<file path="config.mk">
export PLATFORM = sky130hd
export DESIGN_NAME = plane_life_ctrl
export DESIGN_NICKNAME = d
export VERILOG_FILES = /design/src/rtl/plane_pkg.sv /design/src/rtl/plane_life_ctrl_tick_timer.sv /design/src/rtl/plane_life_ctrl.sv
export SDC_FILE = /design/constraint.sdc
export NUM_CORES = 1
export LEC_CHECK = 0
export BUFFER_PORTS_ARGS = -buffer_cell sky130_fd_sc_hd__buf_2
export CELL_PAD_IN_SITES_DETAIL_PLACEMENT = 1
export CELL_PAD_IN_SITES_GLOBAL_PLACEMENT = 1
export CORE_ASPECT_RATIO = 1.5
export CORE_MARGIN = 2
export CORE_UTILIZATION = 46
export CTS_BUF_LIST = sky130_fd_sc_hd__clkbuf_2 sky130_fd_sc_hd__clkbuf_4 sky130_fd_sc_hd__clkbuf_8
export DETAILED_ROUTE_END_ITERATION = 6
export PLACE_DENSITY = 0.87
export SLEW_MARGIN = 20
export SYNTH_ARGS = -nofsm -noshare
export SYNTH_HDL_FRONTEND = slang
export SYNTH_SLANG_ARGS = --single-unit
</file>
<file path="constraint.sdc">
create_clock -name clk -period 2.4 [get_ports clk]
set_input_delay 0.36 -clock clk [delete_from_list [all_inputs] [get_ports clk]]
set_output_delay 0.36 -clock clk [all_outputs]
set_load 0.01 [all_outputs]
</file>
<file path="src/rtl/plane_pkg.sv">
// Shared definitions for the player plane: lifecycle states and playfield geometry.
package plane_pkg;

  typedef enum logic [2:0] {
    IDLE,
    ALIVE,
    EXPLODE,
    RESPAWN,
    OVER
  } plane_state_e;

  localparam int HOME_X      = 295;
  localparam int HOME_Y      = 430;
  localparam int SPRITE_SIZE = 50;
  localparam int SCREEN_W    = 640;
  localparam int SCREEN_H    = 480;

endpackage

</file>
<file path="src/rtl/plane_life_ctrl_tick_timer.sv">
// tick_timer: loadable down-counter advanced by frame_tick, stopping at zero,
// with a registered zero flag.
module tick_timer #(
  parameter int W = 8
) (
  input  logic         clk,
  input  logic         rst,
  input  logic         load,
  input  logic [W-1:0] load_val,
  input  logic         tick,
  output logic         zero
);

  logic [W-1:0] cnt;
  logic [W-1:0] cnt_nxt;

  always_comb begin
    cnt_nxt = cnt;
    if (load)
      cnt_nxt = load_val;
    else if (tick && !zero)
      cnt_nxt = cnt - W'(1);
  end

  // Zero flag is registered alongside the count so it can drive outputs directly.
  always_ff @(posedge clk or negedge rst) begin
    if (!rst) begin
      cnt  <= '0;
      zero <= 1'b1;
    end else begin
      cnt  <= cnt_nxt;
      zero <= (cnt_nxt == '0);
    end
  end

endmodule

</file>
<file path="src/rtl/plane_life_ctrl.sv">
// Player plane lifecycle: start, alive/invincible, explosion, respawn, game over.
// Optional PLANE_BLINK_EN: plane sprite blinks every 8 frame ticks while invincible.
module plane_life_ctrl
  import plane_pkg::*;
#(
  parameter int INIT_LIVES  = 3,
  parameter int INV_FRAMES  = 120,
  parameter int BOOM_FRAMES = 8,
  parameter int BOOM_HOLD   = 4
) (
  input  logic       clk,
  input  logic       rst,
  input  logic       frame_tick,
  input  logic       hit,
  input  logic       start,
  output logic [1:0] lives,
  output logic       invincible,
  output logic       show_plane,
  output logic       boom_active,
  output logic [2:0] boom_frame,
  output logic       respawn,
  output logic       game_over
);

  localparam logic [1:0] LIVES_INIT = 2'(INIT_LIVES);
  localparam logic [7:0] INV_LOAD   = 8'(INV_FRAMES);
  localparam logic [3:0] HOLD_LOAD  = 4'(BOOM_HOLD - 1);
  localparam logic [2:0] LAST_FRAME = 3'(BOOM_FRAMES - 1);

  plane_state_e state;

  logic inv_zero;
  logic hold_zero;
  logic start_ok;
  logic hit_ok;
  logic inv_load;
  logic inv_tick;
  logic hold_load;
  logic hold_tick;
  logic boom_step;

`ifdef PLANE_BLINK_EN
  logic [2:0] blink_cnt;
`endif

  assign start_ok  = start && (state == IDLE || state == OVER);
  assign hit_ok    = hit && (state == ALIVE) && inv_zero;
  assign inv_load  = start_ok || (state == RESPAWN);
  assign inv_tick  = frame_tick && (state == ALIVE);
  assign hold_tick = frame_tick && (state == EXPLODE);
  assign boom_step = hold_tick && hold_zero;
  assign hold_load = hit_ok || boom_step;

  // The invincibility count is only ever nonzero in ALIVE, so its zero flag
  // doubles as the registered tint output.
  assign invincible = ~inv_zero;

  tick_timer #(.W(8)) u_inv_timer (
    .clk      (clk),
    .rst      (rst),
    .load     (inv_load),
    .load_val (INV_LOAD),
    .tick     (inv_tick),
    .zero     (inv_zero)
  );

  tick_timer #(.W(4)) u_hold_timer (
    .clk      (clk),
    .rst      (rst),
    .load     (hold_load),
    .load_val (HOLD_LOAD),
    .tick     (hold_tick),
    .zero     (hold_zero)
  );

  always_ff @(posedge clk or negedge rst) begin
    if (!rst) begin
      state       <= IDLE;
      lives       <= 2'd0;
      show_plane  <= 1'b0;
      boom_active <= 1'b0;
      boom_frame  <= 3'd0;
      respawn     <= 1'b0;
      game_over   <= 1'b0;
`ifdef PLANE_BLINK_EN
      blink_cnt   <= 3'd0;
`endif
    end else begin
      respawn <= 1'b0;
      case (state)
        IDLE, OVER: begin
          if (start) begin
            state      <= ALIVE;
            lives      <= LIVES_INIT;
            show_plane <= 1'b1;
            respawn    <= 1'b1;
            game_over  <= 1'b0;
`ifdef PLANE_BLINK_EN
            blink_cnt  <= 3'd0;
`endif
          end
        end
        ALIVE: begin
          if (hit_ok) begin
            state       <= EXPLODE;
            lives       <= lives - 2'd1;
            show_plane  <= 1'b0;
            boom_active <= 1'b1;
            boom_frame  <= 3'd0;
          end
`ifdef PLANE_BLINK_EN
          else if (inv_zero) begin
            show_plane <= 1'b1;
          end else if (frame_tick) begin
            blink_cnt <= blink_cnt + 3'd1;
            if (blink_cnt == 3'd7)
              show_plane <= ~show_plane;
          end
`endif
        end
        EXPLODE: begin
          // Last animation frame fully held: decide between respawn and game over.
          if (boom_step) begin
            if (boom_frame == LAST_FRAME) begin
              boom_active <= 1'b0;
              boom_frame  <= 3'd0;
              if (lives == 2'd0) begin
                state     <= OVER;
                game_over <= 1'b1;
              end else begin
                state   <= RESPAWN;
                respawn <= 1'b1;
              end
            end else begin
              boom_frame <= boom_frame + 3'd1;
            end
          end
        end
        RESPAWN: begin
          state      <= ALIVE;
          show_plane <= 1'b1;
`ifdef PLANE_BLINK_EN
          blink_cnt  <= 3'd0;
`endif
        end
        default: state <= IDLE;
      endcase
    end
  end

endmodule

</file>
==> qor.txt <==
Outcome: complete, no violations
Pwr dens: 728 mW/mm2
Site Rows: 25
Final period util: 84.2%
Pwr Total: 1180 uW
VDD IR max: 405 uV
Postcts setup bufs: 0
WL met2: 1870 um
GRT Total Usage: 22.1%
Sequential-to-total area share from yosys stat: 44.8%
DIE AREA: 0.00364 mm2
Max_slew headroom: 54.4%
Post-DP HPWL: 2670 um
Clock tree buffer depth: 2
Setup TNS Final: 0 ps
Max-cap viol count: 0
Clock transition at path regs: 90 ps
R2R setup slack: 380 ps
First-pass GRT wire length: 6110 um
Max Freq: 0.495 GHz
Clk_lat worst skew: 270 ps
Hold buffers post-CTS: 0
CP required: 2580 ps
Yosys cell types: 47
Final hold vios: 0
Top routing layer in use: met4
Critical Path AT: 2200 ps
Port Buffers: 14
Syn avg cell area: 9.52 um2
Total wire length: 3490 um
Synth warnings: 0
Cell with the most instances after synthesis: dfrtp_1
Post-synth ARST share: 100%
Seq cells post-synth: 26
Syn Nets: 163
Htree depth: 1
Vias: 1207
IO Count: 15
Root Driver: clkbuf_8
Final setup violation count: 0
Vias in the first global route: 1356
Largest net degree at the start of global routing: 27
Clock Sinks: 26
Post-synth top area share: 41.2%
Worst reg2reg path startpoint: u_inv_timer.cnt[0]
Number of antenna violations at the first check in global routing: 0
Non-Filler Cell Area, Final: 0.00162 mm2
Post-synth EDFFs: 0
Initial DRC count: 23
RR Endpoint: u_inv_timer.zero
Num CTS Buffers: 3
Syn Std Cell Area: 0.00146 mm2
Worst Hold Class: in2async
Core area: 0.00310 mm2
Slew Limit Fails: 0
Final Wtd Congestion: 0.862
Leak pwr: 0.000725 uW
Worst setup SP type: flip-flop
Remaining DRCs: 0
FF-to-FF path depth: 6
CP max FO: 5
Yosys top cell by area: dfrtp_1
Remaining global-route overflow: 0
Synth Flop Type: dfrtp_1
Crit Path Class: reg2reg
Setup Skew: 3.43 ps
CTS tree: done
Post-synthesis cell count: 153
ANT cells: 0
Number of gates resized after CTS: 0
Layout area overhead: 11.3%
RSZ-0062 raised after global routing: false
Synth top area cells: dfrtp_1 41%, ha_1 4.3%, dfstp_2 3.6%, nand2_1 3.6%, nor2_1 3.4%
Starting Density: 47.0%
Fin crit period: 2020 ps
Met1 WL: 1430 um
Worst path cell trace: inv_1 -> ha_1 -> or4bb_1 -> o31ai_4 -> nand3_2 -> nor4_2
Slowest CP cell: or4bb_1
Share of cells above drive strength 1: 17.3%
Core Util, Final: 52.3%
Met3 Routed Length: 84 um
DR vias/cell: 5.80
Dpl cell area: 0.00157 mm2
Slowest stage delay, CP: 580 ps
Antenna viol nets, final: 0
Crit path capture type: flip-flop
Pre-antenna DRT Iters: 4
Die Y: 72.9 um
Drt wl/cell: 16.8 um
Horiz. Die Dim: 49.9 um
Most frequent cells after synthesis: 24 x dfrtp_1, 14 x nand2_1, 13 x nor2_1
Worst-margin pin slew: 675 ps
Final nets: 179
==> metal layers <==
layer	global-route usage, %	vias up
met5	0	-
met1	24.3	594
met3	3.89	12
li1	-	580
met2	39.4	21
met4	13.0	0
==> worst max-delay path, delay by kind of cell (launching register included) <==
kind / cells / cell delay, ps
flops: 1 / 450
fa+ha+maj: 1 / 210
simple gates: 3 / 980
compound gates: 1 / 210
buf+inv: 1 / 80
==> cell families after synthesis <==
logic type | after synthesis | share of synthesized area, %
AND/OR/NAND/NOR | 70 | 28.1
buffers and inverters | 15 | 4.12
flip-flops | 26 | 44.8
adder cells (fa/ha/maj) | 5 | 4.30
XOR/XNOR | 6 | 3.61
AO/OA/AOI/OAI | 29 | 13.7
multiplexers | 2 | 1.37
==> report_power, final <==
| group | total [uW] | switching, uW | internal [uW] | leakage, uW |
|---|---|---|---|---|
| registers | 589 | 86.6 | 503 | 0.000306 |
| clock network | 281 | 134 | 147 | 0.0000288 |
| logic | 309 | 176 | 133 | 0.000391 |
| total | 1180 | 397 | 782 | 0.000725 |
==> state kept, by name, indices dropped and copies added (netlist names), 2 cells and up <==
register,count
u_hold_timer.cnt,4
u_inv_timer.cnt,8
state,3
lives,2
boom_frame,3
==> per-stage QoR <==
stage                     instances  hold slack, ps  worst slack, ps
final                           208            89.5              380
after global placement          204             391              525
after global routing            208             130              254
after CTS                       208             101              359
after floorplan                 153            64.4              559
after detailed placement        204             400              371
==> cell type report <==
type	count	area [um2]
inverters	11	41.3
fillers	355	1480
flip-flops and latches	26	653
repair buffers	15	77.6
clock buffers	4	55.1
well taps	40	50.0
multi-input cells	112	743
==> placed cells by master (no fill, tap or decap), types with 4 or more instances in the layout <==
master / n
inv_1: 11
nor2_1: 13
nand3_1: 7
xor2_1: 4
ha_1: 5
a31oi_1: 4
buf_2: 14
a21oi_1: 5
nor3_1: 5
o21ai_0: 9
clkbuf_8: 4
dfrtp_1: 24
nand2_1: 14
==> worst max-delay path by stage <==
stage / slack, ps / cells after the start / startpoint / to
after floorplan: 560 / 6 / u_inv_timer.cnt[0] / u_inv_timer.zero
after global placement: 530 / 6 / u_inv_timer.cnt[0] / u_inv_timer.zero
after detailed placement: 370 / 6 / u_inv_timer.cnt[0] / u_inv_timer.zero
after CTS: 360 / 6 / u_inv_timer.cnt[0] / u_inv_timer.zero
after global routing: 250 / 4 / state[0] / u_inv_timer.zero
final: 380 / 6 / u_inv_timer.cnt[0] / u_inv_timer.zero
Power figures use the tool's default switching activity.
